[config.mk]
export PLATFORM = sky130hd
export DESIGN_NAME = reg_load_arbiter
export DESIGN_NICKNAME = d
export VERILOG_FILES = /design/src/rtl/reg_load_arbiter_pkg.sv /design/src/rtl/par_load_reg.sv /design/src/rtl/reg_load_arbiter.sv
export SDC_FILE = /design/constraint.sdc
export NUM_CORES = 1
export LEC_CHECK = 0
export CAP_MARGIN = 20
export CORE_MARGIN = 10
export CORE_UTILIZATION = 30
export CTS_CLUSTER_SIZE = 12
export DETAILED_ROUTE_END_ITERATION = 7
export PLACE_DENSITY = 0.54
export SLEW_MARGIN = 20
export SYNTH_ARGS = -nofsm -noshare
export SYNTH_HDL_FRONTEND = slang
export SYNTH_SLANG_ARGS = --single-unit
[constraint.sdc]
create_clock -name clk -period 3.55 [get_ports clk]
set_input_delay 0.71 -clock clk [delete_from_list [all_inputs] [get_ports clk]]
set_output_delay 0.71 -clock clk [all_outputs]
set_load 0.005 [all_outputs]
[src/rtl/reg_load_arbiter_pkg.sv]
// Shared types and helpers for the round-robin register-load arbiter.
package reg_load_arbiter_pkg;

    typedef enum logic {
        IDLE = 1'b0,
        HOLD = 1'b1
    } state_t;

    localparam int MAX_REQ = 32;

    function automatic logic [MAX_REQ-1:0] onehot(input int unsigned idx);
        return MAX_REQ'(1) << idx;
    endfunction

endpackage

[src/rtl/par_load_reg.sv]
// W-bit parallel-load register; clear takes priority over load.
module par_load_reg
    import reg_load_arbiter_pkg::*;
#(
    parameter int W = 4
) (
    input  logic         clk,
    input  logic         rst,
    input  logic         load,
    input  logic         clr,
    input  logic [W-1:0] d,
    output logic [W-1:0] q
);

    always_ff @(posedge clk or negedge rst) begin
        if (!rst) begin
            q <= '0;
        end else if (clr) begin
            q <= '0;
        end else if (load) begin
            q <= d;
        end
    end

endmodule

[src/rtl/reg_load_arbiter.sv]
// Round-robin arbiter granting N requesters access to one shared load register,
// holding the register stable for HOLD_CYCLES after each load.
//   state | meaning
//   IDLE  | waiting for a request; grants at the first edge with req!=0 and clr=0
//   HOLD  | register held for HOLD_CYCLES cycles; requests ignored
module reg_load_arbiter
    import reg_load_arbiter_pkg::*;
#(
    parameter int N           = 4,
    parameter int W           = 4,
    parameter int HOLD_CYCLES = 2
) (
    input  logic                   clk,
    input  logic                   rst,
    input  logic [N-1:0]           req,
    input  logic [N*W-1:0]         data,
    input  logic                   clr,
    output logic [N-1:0]           ack,
    output logic [W-1:0]           A,
    output logic [$clog2(N)-1:0]   owner,
    output logic                   load_o,
    output logic                   busy
);

    localparam int PTR_W = $clog2(N);
    localparam int CNT_W = (HOLD_CYCLES > 1) ? $clog2(HOLD_CYCLES) : 1;

    state_t             state;
    logic [PTR_W-1:0]   ptr;
    logic [CNT_W-1:0]   cnt;
    logic               grant_valid;
    logic [PTR_W-1:0]   grant_idx;
    logic [W-1:0]       grant_data;
    logic               do_grant;

    // Scan from the farthest offset down so the requester nearest the pointer wins.
    always_comb begin
        grant_valid = 1'b0;
        grant_idx   = '0;
        grant_data  = '0;
        for (int k = N - 1; k >= 0; k--) begin
            if (req[(int'(ptr) + k) % N]) begin
                grant_valid = 1'b1;
                grant_idx   = PTR_W'((int'(ptr) + k) % N);
                grant_data  = data[((int'(ptr) + k) % N) * W +: W];
            end
        end
    end

    assign do_grant = (state == IDLE) && !clr && grant_valid;

    par_load_reg #(.W(W)) u_reg (
        .clk  (clk),
        .rst  (rst),
        .load (do_grant),
        .clr  (clr),
        .d    (grant_data),
        .q    (A)
    );

    always_ff @(posedge clk or negedge rst) begin
        if (!rst) begin
            state  <= IDLE;
            ptr    <= '0;
            cnt    <= '0;
            owner  <= '0;
            ack    <= '0;
            load_o <= 1'b0;
            busy   <= 1'b0;
        end else begin
            ack    <= '0;
            load_o <= 1'b0;
            case (state)
                IDLE: begin
                    if (do_grant) begin
                        owner  <= grant_idx;
                        ack    <= N'(onehot(32'(grant_idx)));
                        load_o <= 1'b1;
                        ptr    <= PTR_W'((int'(grant_idx) + 1) % N);
                        cnt    <= CNT_W'(HOLD_CYCLES - 1);
                        busy   <= 1'b1;
                        state  <= HOLD;
                    end
                end
                HOLD: begin
                    if (cnt == '0) begin
                        busy  <= 1'b0;
                        state <= IDLE;
                    end else begin
                        cnt <= cnt - CNT_W'(1);
                    end
                end
                default: state <= IDLE;
            endcase
        end
    end

endmodule

Word level (Yosys, flattened, before mapping)
Index checks and enable logic that the tools add are counted.
{ "totals": {"reg_bits": 16} }
{ "op_classes": {"magnitude_cmp": 4, "n_addsub": 5, "n_bitwise": 4, "n_reduce_logical": 9, "n_mux": 36, "eq_ne": 2, "shift": 5} }
{ "op_table": {"columns": ["operator", "n"], "rows": [
  ["$shiftx 16x5->4", 4],
  ["$mux 4", 8],
  ["$mux 1", 17],
  ["$lt 3x4->1 const B", 3],
  ["$bmux 1 s2", 4],
  ["$mux 2", 4],
  ["$pmux 1 s2", 3],
  ["$reduce_or 2->1", 3],
  ["$add 2x1->2 const B", 2],
  ["$add 2x2->2 const B", 2],
  ["$ne 2x2->1 const B", 2],
  ["$reduce_and 2->1", 2],
  ["$shl 1x2->4 const A", 1],
  ["$and 1x1->1 const A", 3],
  ["$lt 2x3->1 const B", 1],
  ["$logic_and 1x1->1", 2],
  ["$reduce_bool 2->1", 1],
  ["$logic_not 1->1", 1],
  ["$not 1->1", 1],
  ["$sub 1x1->1 const B", 1]
]} }

Longest topological paths before layout
{ "logic_depth": {"word_depth": 13, "ltp_mapped": 8, "ltp_nobuf": 6} }

By module
Synthesis repeated with hierarchy kept, for this count alone.
{ "unflattened": {"cells_unflattened": 155, "area_unflattened_um2": 1333.8} }
{ "by_module_without_submodules": {"columns": ["mod", "n_inst", "cells_each", "area_per_inst_um2"], "rows": [
  ["reg_load_arbiter", 1, 142, 1173.6],
  ["par_load_reg", 1, 13, 160.2]
]} }

Worst setup path before layout
OpenSTA, ideal clock, no wires.
{ "synth_path": {"path_kind": "input -> register", "from": "input port req[2]", "to": "register u_reg.q[3]", "arrival_time_ns": 1.749, "stages": 6, "setup_time_ns": 0.077, "slack_ns": 1.723, "required_time_ns": 3.473, "path_buffers": 1, "cell_sequence": "buf_2 -> and3b_1 -> a211oi_1 -> o41ai_1 -> nand3_1 -> a21oi_1"} }
{ "synth_via": {"elab_chain_len": 9} }
{ "synth_lines": {"columns": ["item", "line", "source"], "rows": [
  ["start, declared", "reg_load_arbiter.sv:15", "input logic [N-1:0] req,"],
  ["$bmux 1 s2", "reg_load_arbiter.sv:42", "if (req[(int'(ptr) + k) % N]) begin"],
  ["$mux 1 (implied by the code) (2 in series)", "reg_load_arbiter.sv:42", null],
  ["$mux 4 or $mux 1 (tied branches) (4 in series)", "reg_load_arbiter.sv:42", null],
  ["$mux 4 or $logic_and 1x1->1 (tied branches)", "par_load_reg.sv:20, reg_load_arbiter.sv:50", null],
  ["$mux 4 or $reduce_bool 2->1 (tied branches)", null, null],
  ["end signal, assigned", "par_load_reg.sv:17", "q <= '0;"],
  ["end signal, assigned", "par_load_reg.sv:19", "q <= '0;"],
  ["end signal, assigned", "par_load_reg.sv:21", "q <= d;"],
  ["end, declared", "par_load_reg.sv:12", "output logic [W-1:0] q"]
]} }
Several ways; a longest one is shown, not always the timed one. The select of a mux whose other input is x is not followed.
A chain may end at the register's enable or synchronous reset.

Worst setup path in the final report
{ "layout_path": {"from": "input port req[2]", "to": "register ptr[0]"} }
{ "layout_via": {"elab_chain_len": 9} }
{ "layout_lines": {"columns": ["item", "line", "source"], "rows": [
  ["parallel branches: the longest is 9 deep, another holds $add 2x1->2", null, null],
  ["end signal, assigned", "reg_load_arbiter.sv:79", "ptr <= PTR_W'((int'(grant_idx) + 1) % N);"],
  ["end, declared", "reg_load_arbiter.sv:29", "logic [PTR_W-1:0] ptr;"]
]} }
Parallel ways; which one is timed is not known. The select of a mux whose other input is x is not followed.

==> metrics.txt <==
outcome complete, no violations; net switching power 450.0 µW; clk sink count 16; DRC violation total after the first TritonRoute iteration 58; post-layout net count 194; fill count 442; hold buffer count at CTS 0; source-to-sink clock delay at the later pin of the worst-skew pair 0.24 ns; total setup buffers inserted after CTS 0; final-report max-slew violation count 0; number of primary I/O pins 35; synthesis-stage register bit count 16; Mean Syn Cell Area 9.546 µm²; Die W 87.46 µm; residual DRC count 0; startpoint kind of the worst setup timing path input port; total negative setup slack 0 ns; gpl congestion 0.7738; cell area after technology mapping 1365 µm²; Overall Power 1.142 mW; via/cell ratio 5.552; Die ar. 7648 µm²; headroom to the max-slew limit 0.4155; post-cts sizing count 0; initial antenna violation count 0; fraction of power consumed by the clock network 0.114; share of power burned in combinational logic 0.589; H-tree lvl count 1; switching share of total power 0.3942; largest cells by area after synthesis dfrtp_1 29%, mux4_2 13%, mux2_2 4.9%, a21oi_1 4.4%, mux4_1 3.8%; Hold/Removal Path Class reg2reg; setup repair after global routing missed its margin false; share of total power in sequential cells 0.297; Synth Net Count 166; multi-input logic area 863.3 µm²; number of buffers on the longest clock path 2; endpoint required time on the critical path 3.68 ns; buffer cell driving the clock tree root clkbuf_8; hold violation count in the final report 0; final instance count without filler cells 221; leading area contributor after synthesis dfrtp_1; ratio of cells with drive above 1 in the final layout 0.1361; Critical Path End Type flip-flop; via count 1,227; post-placement worst setup slack 0.8174 ns; Worst Path Arrival 2.64 ns; yosys synthesis warning count 0; Antenna Nets Post-Route 0; portion of the clock cycle consumed by the worst path in the final layout 0.7069; area used by sequential logic in the layout 400.4 µm²; WL per Instance 15.75 µm; leakage 0.6847 nW; Clock Skews 0.001176 ns; fmax 398.5 MHz; maximum number of pins on one net before global-route repair 24; placeable core area 4384 µm²; Seq/Total Area, Yosys 0.2933; diodes inserted 0; slew of the pin with the lowest slew margin 0.8767 ns; Min Hold Slack 0.4951 ns; die height 87.46 µm; total CTS buffers 3; count of endpoints failing setup in the final report 0; total routing resource utilization after global routing 0.09388; worst vdd rail ir drop 0.2528 mV; clock transition at the registers of the reported paths 0.06 ns; P per Cell Area 656.0 nW/µm²; Max FO, Critical Path 11; synth unique cells 43; proportion of netlist area held by the largest area contributor 0.2933; DRT Wirelength 3.481 mm; sum of net half-perimeters after detailed placement 2.754 mm; post-route minimum period 2.509 ns; cells after synthesis 143; TritonCTS clock tree yes; number of cell rows 24; Congestion Overflow GR 0; critical path type in2reg; Max-cap violations 0; number of global-route vias before repair 1,257; Initial Util 0.3114; synthesis-to-finish area growth 27.50%; Internal 691.7 µW; total placed cells including tap cells 218; input/output buffers 34; setup slack after layout 1.041 ns; first-pass GRT wire length 6.003 mm; total iterations of the first detailed-routing run 4
-- synth_stat cells, drive strengths merged --
cell    number
nand2       12
nor4         1
inv          3
buf         11
a32oi        2
o221ai       3
o31ai        1
or3          1
o21a         2
mux2i        1
and2b        1
a21oi       12
o21ai       11
nor3b        1
nand3        4
clkinv       1
xor2         1
dfrtp       16
and3         1
nor2b        1
a211o        1
nor2        14
and3b        2
a21o         1
nor3         3
o22ai        2
clkbuf       2
o41ai        2
a211oi       3
or2b         1
nand2b       5
a221oi       2
o211ai       3
mux2         6
mux4        10
-- metrics by stage --
stage / cell area [µm²] / utilization
2_1_floorplan: 1365 / -
3_3_place_gp: 1699 / 0.3876
3_5_place_dp: 1699 / 0.3876
4_1_cts: 1740 / 0.3970
5_1_grt: 1740 / 0.3970
6_report: 1740 / 0.3970
-- layout by cell type (no fill, tap or decap), drive strengths merged, types with 3 or more instances in the layout --
master | Yosys | layout
clkdlybuf4s50 | 0 | 34
o21ai | 11 | 11
dfrtp | 16 | 16
nor2 | 14 | 14
nand3 | 4 | 4
a21oi | 12 | 12
a211oi | 3 | 3
inv | 3 | 3
nor3 | 3 | 3
o221ai | 3 | 3
o211ai | 3 | 3
nand2 | 12 | 12
clkbuf | 2 | 3
mux4 | 10 | 10
nand2b | 5 | 5
mux2 | 6 | 6
-- cell families (layout without fill, tap and decap cells) --
group                     after synthesis  in the layout  synth area share
AOI/OAI and AO/OA                      45             45            0.2172
xor gates and xnor gates                1              1          0.006417
buffers and inverters                  17             43           0.07425
DFF                                    16             16            0.2933
muxes                                  17             17            0.2273
and+or+nand+nor                        47             47            0.1815
-- final timing paths --
kind                            slack (ns)        from  depth (start not counted)          to
worst max-delay path                  1.04      req[2]                          6      ptr[0]
min in group asynchronous             0.89         rst                          1      load_o
worst max register to register        1.31      ptr[0]                          6  u_reg.q[0]
max in group asynchronous             2.21         rst                          1    owner[0]
worst min-delay path                  0.50  u_reg.q[2]                          2  u_reg.q[2]
worst min register to register        0.50  u_reg.q[2]                          2  u_reg.q[2]
-- per-layer routing --
metal / track usage / share of wire / vias to the layer above
met5: 0 / 0 / -
li1: - / - / 594
met1: 0.1198 / 0.43 / 590
met2: 0.1528 / 0.49 / 39
met3: 0.02434 / 0.074 / 4
met4: 0.02319 / 0.0066 / 0
-- layout make-up --
cell class | instances | area share
tap | 52 | 0.03738
multi-input combinational | 110 | 0.4960
timing repair buffer | 36 | 0.2042
inverter | 4 | 0.008627
sequential | 16 | 0.2301
clock buffer | 3 | 0.02372
-- flip-flops by register name, summed over array words and instances (netlist names) --
name	cells
u_reg.q	4
state	1
load_o	1
ptr	2
cnt	1
busy	1
owner	2
ack	4
-- power by group through the flow --
stage	sequential (mW)	combinational, mW	clock, mW
2_1_floorplan	0.287	0.550	0
3_3_place_gp	0.341	0.673	0
3_5_place_dp	0.345	0.679	0
4_1_cts	0.343	0.682	0.134
5_1_grt	0.354	0.759	0.143
6_report	0.339	0.672	0.130
-- critical path, cell delays in order --
cell             delay [ns]
clkdlybuf4s50_1        0.74
nor4_1                 0.14
or3_1                  0.47
inv_1                  0.31
nand2_1                0.14
o21a_1                 0.13
No activity file was read; power rests on OpenSTA's default activity.
==> patch 1 (same flow settings) <==
`N`: 4 -> 2.
--- a/src/rtl/reg_load_arbiter.sv
+++ b/src/rtl/reg_load_arbiter.sv
@@ -6,7 +6,7 @@
 module reg_load_arbiter
     import reg_load_arbiter_pkg::*;
 #(
-    parameter int N           = 4,
+    parameter int N           = 2,
     parameter int W           = 4,
     parameter int HOLD_CYCLES = 2
 ) (
Interface: changed (resized ack, data, owner and req); port bits go from 35 to 22. The function was not compared with the original's and may differ.
==> patch 1 against the unedited design <==
Core utilization increased by 8.9 points; critical path depth decreased by 5; total power decreased by 61%; routed wire length decreased by 67%; cell area decreased by 57%; count of clock-buffer cells in the layout unchanged; worst setup slack improved by 0.66 ns; global-route usage decreased by 2.7 points; synthesized area decreased by 62%; sequential cell count decreased by 4; die area decreased by 51%.
==> patch 1: results <==
export IMPL_maxSlewHeadroom_pct=65.33
export IMPL_antenna_cells=0
export IMPL_gp_congestion=0.6919
export IMPL_synth_compound_area_share_pct=17.96
export IMPL_grt_max_degree=13
export IMPL_crit_start="u_reg.q[0]$_DFFE_PN0P_"
export IMPL_clk_path_buf_depth=2
export IMPL_io_buffers=21
export IMPL_first_global_vias=386
export IMPL_pg_seq_w=0.000208
export IMPL_insertion_delay_ns=0.26
export IMPL_synth_nets=55
export IMPL_dp_slack_ns=1.506
export IMPL_fin_hold_ws_ns=0.4971
export IMPL_wire_per_inst_um=14.36
export IMPL_ff_latch_area_um2=300.3
export IMPL_r2r_cells=3
export IMPL_synth_seq_area_share_pct=58.25
export IMPL_endpoint="A[0]"
export IMPL_synth_area_mux_share_pct=7.767
export IMPL_crit_fanout=2
export IMPL_hp_start="cnt$_DFFE_PN0P_"
export IMPL_r2r_start="ptr$_DFFE_PN0P_"
export IMPL_r2r_end="u_reg.q[0]$_DFFE_PN0P_"
export IMPL_setup_slack_ns=1.704
export IMPL_synth_xor_area_share_pct=0
export IMPL_synth_area_leaders="dfrtp_1, mux2i_1, a32oi_1"
export IMPL_critical_path_arrival_ns=1.14
export IMPL_p_sw_w=0.0001269
export IMPL_status="finished, final reports clean"
export IMPL_r2r_slack_ns=2.47
export IMPL_detail_route_vias_per_cell=4.790
export IMPL_grt_pass1_wl_um=1787
export IMPL_min_to="state$_DFF_PN0_"
export IMPL_cts_setup_buffers=0
export IMPL_cts_resized=0
export IMPL_p_leak_nw=0.3471
export IMPL_finalNetCount=80
export IMPL_final_cells=81
export IMPL_synth_top_cell_area_share_pct=58.25
export IMPL_drive_gt1_share_pct=10.77
export IMPL_gr_usage_all_layers_pct=6.650
export IMPL_holdCritPathClass="flip-flop to flip-flop"
export IMPL_num_fill_cells=150
export IMPL_dp_cells=78
export IMPL_finClkSkew_ns=0.0008699
export IMPL_yosys_top_cells_count="dfrtp_1, nand2b_1, a32oi_1, mux2i_1"
export IMPL_postSynthCellCount=42
export IMPL_cp_slowest_stage_delay_ns=0.52
export IMPL_dp_final_hpwl_um=971.2
export IMPL_irDropWorstVdd_uv=316.3
export IMPL_clk_power_w=0.0000764
export IMPL_synth_cell_types=17
export IMPL_yosys_most_used_dff="dfrtp_1"
export IMPL_root_buffer="clkbuf_4"
export IMPL_internal_power_w=0.0003139
export IMPL_place_area_um2=734.5
export IMPL_drt_iter0_drc=3
export IMPL_reg_top3="u_reg.q x4, ack x2"
export IMPL_htreeDepth=1
[patch 1: changes by cell type after synthesis, sizes merged, moves of 4 or more]
cell | unedited run | this run
a21oi | 12 | 1
mux2 | 6 | 0
dfrtp | 16 | 12
mux4 | 10 | 0
nand2 | 12 | 3
o21ai | 11 | 3
nor2 | 14 | 1
buf | 11 | 1
[patch 1: layout make-up]
class	instances	area share, %
sequential	12	39.67
timing repair buffer	21	27.77
multi-input combinational	25	24.63
clock buffer	3	2.975
tap	16	2.645
inverter	4	2.314
[patch 1: routing by layer]
metal / vias up / GRT usage, % / part of all wire [%]
met2: 8 / 9.615 / 49
met4: 0 / 3.822 / 1.2
met5: - / 0 / 0
met1: 181 / 7.101 / 43
li1: 197 / - / -
met3: 2 / 4.527 / 6.9
[patch 1: kinds of logic after synthesis]
logic type,after synthesis
flip-flops,12
AND/OR/NAND/NOR,10
AO/OA/AOI/OAI,11
multiplexers,4
buffers and inverters,5
==> patch 2 (same settings) <==
Without the edit above. Reset style: synchronous (`rst`), changed in 2 clocked blocks.
--- a/src/rtl/par_load_reg.sv
+++ b/src/rtl/par_load_reg.sv
@@ -12,7 +12,7 @@
     output logic [W-1:0] q
 );
 
-    always_ff @(posedge clk or negedge rst) begin
+    always_ff @(posedge clk) begin
         if (!rst) begin
             q <= '0;
         end else if (clr) begin
--- a/src/rtl/reg_load_arbiter.sv
+++ b/src/rtl/reg_load_arbiter.sv
@@ -58,7 +58,7 @@
         .q    (A)
     );
 
-    always_ff @(posedge clk or negedge rst) begin
+    always_ff @(posedge clk) begin
         if (!rst) begin
             state  <= IDLE;
             ptr    <= '0;
Formal check against the unedited RTL: differs if rst is asserted again (counterexample within 4 cycles, from zero or initial values and one cycle with rst low); with rst held inactive, the same outputs for 4 cycles.
==> patch 2 against the unedited design <==
Synthesized area fell by 4.5%; non-clock buffer count rose by 1; sequential cell count did not move; synthesized cell count rose by 2.8%; critical path depth did not move; via count rose by 2.0%; worst setup slack improved by 0.074 ns; clock skew rose by 0.0012 ns; hold slack got worse by 0.021 ns; routed wire length rose by 7.4%; cell area fell by 2.9%; largest cell class unchanged.
Power is not compared: it rests on default switching activity, and its combinational part moved more than twofold at a synthesized area within 25%.
==> patch 2: results <==
export IMPL_finalNetCount=198
export IMPL_grt_pass1_wl_um=6375
export IMPL_grt_met2_usage_pct=15.75
export IMPL_synth_compound_area_share_pct=25.43
export IMPL_synth_nets=170
export IMPL_yosys_top_cells_count="dfxtp_1, mux2i_1, nand2_1, a21oi_1"
export IMPL_drt_iter0_drc=89
export IMPL_synth_xor_area_share_pct=0.6718
export IMPL_maxSlewHeadroom_pct=42.81
export IMPL_gp_congestion=0.9222
export IMPL_status="finished, final reports clean"
export IMPL_synth_area_leaders="dfxtp_1, mux4_2, mux2i_1"
export IMPL_clkPwrFrac_pct=23.4
export IMPL_synth_seq_area_share_pct=24.57
export IMPL_critical_path_arrival_ns=2.60
export IMPL_final_cells=223
export IMPL_dp_final_hpwl_um=2886
export IMPL_min_to="cnt$_SDFFE_PN0P_"
export IMPL_first_global_vias=1279
export IMPL_yosys_most_used_dff="dfxtp_1"
export IMPL_finalPower_w=0.0005580
export IMPL_grtUsageMet1_pct=13.13
export IMPL_synth_area_mux_share_pct=21.40
export IMPL_htreeDepth=1
export IMPL_r2r_cells=5
export IMPL_dp_cells=220
export IMPL_avgSynthCellArea_um2=8.869
export IMPL_finClkSkew_ns=0.002414
export IMPL_drive_gt1_share_pct=13.87
export IMPL_place_area_mm2=0.001648
export IMPL_fin_hold_ws_ns=0.4741
export IMPL_r2r_start="ptr[1]$_SDFFE_PN0P_"
export IMPL_endpoint="u_reg.q[3]$_SDFFE_PP0P_"
export IMPL_dp_slack_ns=0.9068
export IMPL_hp_start="cnt$_SDFFE_PN0P_"
export IMPL_wire_per_inst_um=16.77
export IMPL_detail_route_vias_per_cell=5.614
export IMPL_async_flop_share_pct=0
export IMPL_gr_usage_all_layers_pct=10.12
export IMPL_grt_use_met3_pct=2.933
export IMPL_crit_fanout=10
export IMPL_synth_cell_types=46
export IMPL_min_period_ns=2.435
export IMPL_num_fill_cells=424
export IMPL_grt_max_degree=26
export IMPL_r2r_slack_ns=1.34
==> patch 2: cell types whose count changed in the layout (fill, tap and decap cells not counted), moves of 3 or more <==
cell / before / now
a311oi_1: 0 / 4
nor2b_1: 1 / 5
mux2_2: 6 / 3
inv_1: 3 / 6
dfrtp_1: 16 / 0
mux2i_1: 1 / 11
nor2_1: 13 / 7
dfxtp_1: 0 / 16
==> patch 2: cell type report <==
class	instances	area, um^2	area share (%)
multi-input cells	111	879.6	52.07
repair buffers	37	362.8	21.48
flip-flops and latches	16	320.3	18.96
well taps	50	62.56	3.704
clock buffers	3	41.29	2.444
inverters	6	22.52	1.333
==> patch 2: critical path: stages <==
cell and delay, ns:
clkdlybuf4s50_1 0.71, inv_1 0.16, o311ai_2 0.31, o21ai_0 0.22
o221a_2 0.33, a31oi_1 0.16
==> patch 2: per-layer routing <==
layer	vias to the layer above	wire [um]
met5	-	0
met4	0	44
met3	4	222
met2	35	1750
met1	605	1722
li1	608	-
